==> src/rtl/add_pkg.sv <==
// Shared constants and state encoding for the operand loader in front of the
// external 35-bit adder.
//   ADD_WIDTH  : operand and sum width in bits
//   ADD_NBYTES : bytes per operand, ceil(ADD_WIDTH/8)
//   CNT_W      : width of the byte counter (covers 0 .. 2*ADD_NBYTES-1)
//   state_t    : loader FSM states
package add_pkg;

    localparam int ADD_WIDTH  = 35;
    localparam int ADD_NBYTES = (ADD_WIDTH + 7) / 8;
    localparam int CNT_W      = 4;

    typedef enum logic {
        LOAD    = 1'b0,
        COMPUTE = 1'b1
    } state_t;

endpackage

==> src/rtl/add_operand_loader.sv <==
// Loads two operands from an LSB-first byte stream (A first, then B), presents
// them to an external single-cycle combinational adder and registers the
// result behind a valid/ready handshake.
//
// State table:
//   state   | meaning
//   LOAD    | accepting operand bytes, byte_cnt = index of next byte
//   COMPUTE | operands stable on add_a/add_b, waiting for a free output slot
//
// Ports:
//   clk, rst_n           clock, asynchronous active-low reset
//   clr                  synchronous abort of a partially loaded pair (LOAD only)
//   s_byte/s_valid/s_ready  operand byte stream
//   add_a, add_b         registered operands to the external adder
//   add_sum, add_cout    external adder result
//   m_sum, m_cout        registered result
//   m_pad_err            a pad bit above WIDTH-1 was nonzero in that pair
//   m_valid, m_ready     result handshake
//   busy                 not idle at the start of a pair
module add_operand_loader #(
    parameter int WIDTH  = add_pkg::ADD_WIDTH,
    parameter int NBYTES = add_pkg::ADD_NBYTES
) (
    input  logic             clk,
    input  logic             rst_n,
    input  logic             clr,
    input  logic [7:0]       s_byte,
    input  logic             s_valid,
    output logic             s_ready,
    output logic [WIDTH-1:0] add_a,
    output logic [WIDTH-1:0] add_b,
    input  logic [WIDTH-1:0] add_sum,
    input  logic             add_cout,
    output logic [WIDTH-1:0] m_sum,
    output logic             m_cout,
    output logic             m_pad_err,
    output logic             m_valid,
    input  logic             m_ready,
    output logic             busy
);

    import add_pkg::*;

    localparam logic [CNT_W-1:0] LAST_CNT = CNT_W'(2 * NBYTES - 1);
    localparam logic [CNT_W-1:0] NB_CNT   = CNT_W'(NBYTES);

    state_t           state;
    logic [CNT_W-1:0] byte_cnt;
    logic             pad_flag;

    logic             is_b;
    logic [CNT_W-1:0] op_idx;
    logic [WIDTH-1:0] op_next;
    logic [7:0]       pad_mask;
    logic             pad_hit;
    logic             slot_free;

    // Merge the incoming byte into whichever operand it belongs to; bits that
    // would land at or above WIDTH are dropped and reported through pad_hit.
    always_comb begin
        is_b    = (byte_cnt >= NB_CNT);
        op_idx  = is_b ? (byte_cnt - NB_CNT) : byte_cnt;
        op_next = is_b ? add_b : add_a;
        for (int j = 0; j < WIDTH; j++) begin
            if (op_idx == CNT_W'(j / 8)) begin
                op_next[j] = s_byte[j % 8];
            end
        end
        pad_mask = '0;
        for (int k = 0; k < NBYTES; k++) begin
            for (int i = 0; i < 8; i++) begin
                if (op_idx == CNT_W'(k) && (8 * k + i) >= WIDTH) begin
                    pad_mask[i] = 1'b1;
                end
            end
        end
        pad_hit = |(s_byte & pad_mask);
    end

    assign slot_free = !m_valid || m_ready;
    assign busy      = (state != LOAD) || (byte_cnt != '0);

    always_ff @(posedge clk or negedge rst_n) begin
        if (!rst_n) begin
            state     <= LOAD;
            byte_cnt  <= '0;
            pad_flag  <= 1'b0;
            s_ready   <= 1'b0;
            add_a     <= '0;
            add_b     <= '0;
            m_sum     <= '0;
            m_cout    <= 1'b0;
            m_pad_err <= 1'b0;
            m_valid   <= 1'b0;
        end else begin
            // A consumed result drops valid unless a capture below refills it.
            if (m_valid && m_ready) begin
                m_valid <= 1'b0;
            end
            case (state)
                LOAD: begin
                    s_ready <= 1'b1;
                    if (clr) begin
                        byte_cnt <= '0;
                        pad_flag <= 1'b0;
                    end else if (s_valid && s_ready) begin
                        if (is_b) begin
                            add_b <= op_next;
                        end else begin
                            add_a <= op_next;
                        end
                        if (pad_hit) begin
                            pad_flag <= 1'b1;
                        end
                        if (byte_cnt == LAST_CNT) begin
                            byte_cnt <= '0;
                            state    <= COMPUTE;
                            s_ready  <= 1'b0;
                        end else begin
                            byte_cnt <= byte_cnt + CNT_W'(1);
                        end
                    end
                end
                COMPUTE: begin
                    if (slot_free) begin
                        m_sum     <= add_sum;
                        m_cout    <= add_cout;
                        m_pad_err <= pad_flag;
                        m_valid   <= 1'b1;
                        pad_flag  <= 1'b0;
                        state     <= LOAD;
                        s_ready   <= 1'b1;
                    end
                end
                default: state <= LOAD;
            endcase
        end
    end

endmodule

==> config.mk <==
export PLATFORM = sky130hd
export DESIGN_NAME = add_operand_loader
export DESIGN_NICKNAME = d
export VERILOG_FILES = /design/src/rtl/add_pkg.sv /design/src/rtl/add_operand_loader.sv
export SDC_FILE = /design/constraint.sdc
export NUM_CORES = 1
export LEC_CHECK = 0
export CORE_ASPECT_RATIO = 0.6
export CORE_MARGIN = 4
export CORE_UTILIZATION = 30
export CTS_CLUSTER_DIAMETER = 50
export DETAILED_ROUTE_END_ITERATION = 10
export PLACE_DENSITY = 0.62
export SLEW_MARGIN = 20
export SYNTH_ARGS = -nofsm -noshare
export SYNTH_HDL_FRONTEND = slang
export SYNTH_SLANG_ARGS = --single-unit
==> constraint.sdc <==
create_clock -name clk -period 3.4 [get_ports clk]
set_clock_uncertainty 0.2 [all_clocks]
set_input_delay 0.34 -clock clk [delete_from_list [all_inputs] [get_ports clk]]
set_output_delay 0.34 -clock clk [all_outputs]
set_load 0.05 [all_outputs]
==> results.md <==
- Ys async rst share: 1.00
- Total of endpoints with negative setup slack in the final report: 0
- Global placer's final weighted congestion: 0.842
- Commonest cells after routing, fill and taps aside: clkdlybuf4s50_1 (157), dfrtp_1 (115), mux2_2 (99), clkbuf_16 (17), nand2_1 (12)
- X dimension of the die: 169 µm
- TritonCTS clock tree: built
- Effective utilization at floorplan: 0.305
- Pwr dens: 583 nW/µm²
- Number of nets in the layout: 531
- Setup fix buffers added after clock tree synthesis: 0
- Predominant post-synthesis flop cell: dfrtp_1
- Max Transition Viols Final: 0
- Smallest hold slack: 0.297 ns
- Routed vias/inst: 4.57
- Avg Synthesized Cell Area: 15.0 µm²
- Clk sink count: 115
- Most common cell after layout, fill and taps aside: clkdlybuf4s50_1
- Detail-routed net length per standard cell: 18.8 µm
- Actual slew at the worst max-slew pin: 0.837 ns
- Number of DRC markers after the initial detailed-route iteration: 127
- Maximum buffer depth of the clock tree: 2
- Number of failing hold endpoints at the final stage: 0
- Max capacitance violation total: 0
- Path type of the worst min-delay path: reg -> reg
- Final worst path period need: 2.93 ns
- Share of the synthesized area in the top cell type: 0.615
- Req. time, crit path: 3.48 ns
- Number of antenna violations at the first check in global routing: 0
- Largest net degree at the start of global routing: 64
- Reg clk slew, reported paths: 0.06 ns
- Finished Core Util: 0.461
- RSZ-0062 raised after global routing: false
- Number of distinct library cells after synthesis: 43
- Portion of the post-synthesis area used by sequential elements: 0.615
- Critical path start-end classification: reg -> reg
- # rows: 35
- DR vias: 3175
- H-tree lvl count: 4
- Data arrival at the endpoint of the critical path: 3.00 ns
- Headroom to the max-slew limit: 0.442
- F_max: 342 MHz
- Maximum cell stage delay along the critical path: 0.57 ns
- Largest vdd supply drop: 0.340 mV
- Post-cts hold buffer count: 1
- First-pass GRT wire length: 20200 µm
- Overall track demand over capacity in global routing: 0.149
- Layout cells sized above 1: 0.305
- Category of the worst setup path capture point: flop
- Grt total ovfl: 0
- Height of the chip: 105 µm
- Startpoint class of the critical path: flop
- Standard cell core area: 15300 µm²
- Count of TritonRoute iterations in the first routing pass: 4
- Net count of the mapped netlist: 364
- Via count of the first global-routing pass: 3418
- Worst Path Max Fanout: 13
- Sum of net half-perimeters after detailed placement: 9320 µm
- PostCTS Resize Cnt: 0
- Clock latency at the later pin of the worst-skew pair: 0.40 ns
- Num CTS Buffers: 17
- Number of synthesized flops with an enable pin: 0
- Buffer cell driving the clock tree root: clkbuf_16
- Post-Route Setup TNS: 0 ns
- Number of nets with antenna violations after routing: 0
- Portion of the clock cycle consumed by the worst path in the final layout: 0.861
- Instance count of the mapped netlist: 311
- Run status: complete, no violations
- Summed area of non-filler cells in the final layout: 7060 µm²
- Static leakage power: 3.24 nW
- Synth warn: 0
- Cell type contributing the most total cell area after synthesis: dfrtp_1
- N_diodes: 0
- Die Footprint: 17700 µm²
- Combined area of all synthesized cells: 4680 µm²
- Library cell contributing the largest single delay on the critical path: dfrtp_1
- Worst path most repeated cell: inv_1
- DR DRC count: 0
- Count of port buffers added during placement: 158
- Cell breakdown of the critical path: inv_1 > ha_1 > inv_1 > a31oi_1 > o21ai_0 > nand4_1 > mux2_2
- Detailed Route WL: 13000 µm
- Dpl cell area: 6480 µm²
- Synthesized flop and latch total: 115
- Number of top-level pins: 159
- Largest cells by area after synthesis: dfrtp_1 (62%), mux2_2 (24%), mux2_4 (2.6%)
- Synth-to-Final Area Change: 51.0%
==> synthesized netlist by cell type (2+ instances only) <==
cell / count
o21bai_1: 2
buf_2: 5
nand3_1: 3
ha_1: 4
a22o_1: 2
o21ai_0: 4
nand2b_1: 4
nand2_1: 12
a21oi_1: 3
nand3b_1: 2
o21a_1: 3
mux2_2: 99
dfrtp_1: 115
nor2_1: 3
inv_1: 5
buf_1: 3
mux2_4: 8
nand4_1: 2
or3_1: 3
clkbuf_1: 6
==> cells by family (layout without fill, tap and decap cells) <==
logic type / after synthesis / after routing / share of synthesized area
flip-flops: 115 / 115 / 0.615
multiplexers: 108 / 108 / 0.266
AND/OR/NAND/NOR: 42 / 42 / 0.0567
AO/OA/AOI/OAI: 20 / 20 / 0.0286
buffers and inverters: 20 / 200 / 0.0190
adder cells (fa/ha/maj): 4 / 4 / 0.0107
XOR/XNOR: 2 / 2 / 0.00375
==> through the flow <==
step,cells,setup slack [ns],power [W]
after floorplan,311,0.834,0.00207
after global placement,661,0.612,0.00243
after detailed placement,661,0.493,0.00244
after CTS,694,0.477,0.00417
after global routing,694,0.323,0.00428
final,694,0.474,0.00411
==> cell type report <==
cell class                 count  area [µm²]
clock buffer                  18         439
clock inverter                14         130
fill                        1380        8260
inverter                       5        18.8
multi-input combinational    176        1710
sequential                   115        2880
tap                          203         254
timing repair buffer         163        1630
==> routing by layer <==
layer	track usage	up-vias	share of wire
met3	0.0873	7	0.13
met4	0.0396	0	0.0064
li1	-	1446	-
met2	0.203	153	0.40
met5	0	-	0
met1	0.202	1569	0.46
==> sequential cells by signal, summed over array words and instances (netlist names) <==
| register | cells |
|---|---|
| m_pad_err | 1 |
| m_cout | 1 |
| m_sum | 35 |
| pad_flag | 1 |
| add_b | 35 |
| add_a | 35 |
| m_valid | 1 |
| byte_cnt | 4 |
| state | 1 |
| s_ready | 1 |
==> critical path, delay by kind of cell, from the launching register on <==
family	cells	cell delay [ns]
fa+ha+maj	1	0.30
compound gates	2	0.37
buf+inv	2	0.31
mux	1	0.48
flops	1	0.57
simple gates	1	0.57
==> final timing paths <==
| path | from | end | slack [ns] | depth (start not counted) |
|---|---|---|---|---|
| worst max-delay path | byte_cnt[0] | add_a[12] | 0.47 | 7 |
| worst min-delay path | pad_flag | pad_flag | 0.30 | 1 |
| worst max register to register | byte_cnt[0] | add_a[12] | 0.47 | 7 |
| worst min register to register | pad_flag | pad_flag | 0.30 | 1 |
| max in group asynchronous | rst_n | add_a[7] | 1.85 | 3 |
| min in group asynchronous | rst_n | m_sum[17] | 0.39 | 2 |
==> report_power, final <==
part,switching (W),internal [W],total [W]
registers,0.0000636,0.00148,0.00154
clock network,0.000670,0.00103,0.00170
logic,0.000552,0.000321,0.000873
Power figures use the tool's default switching activity.
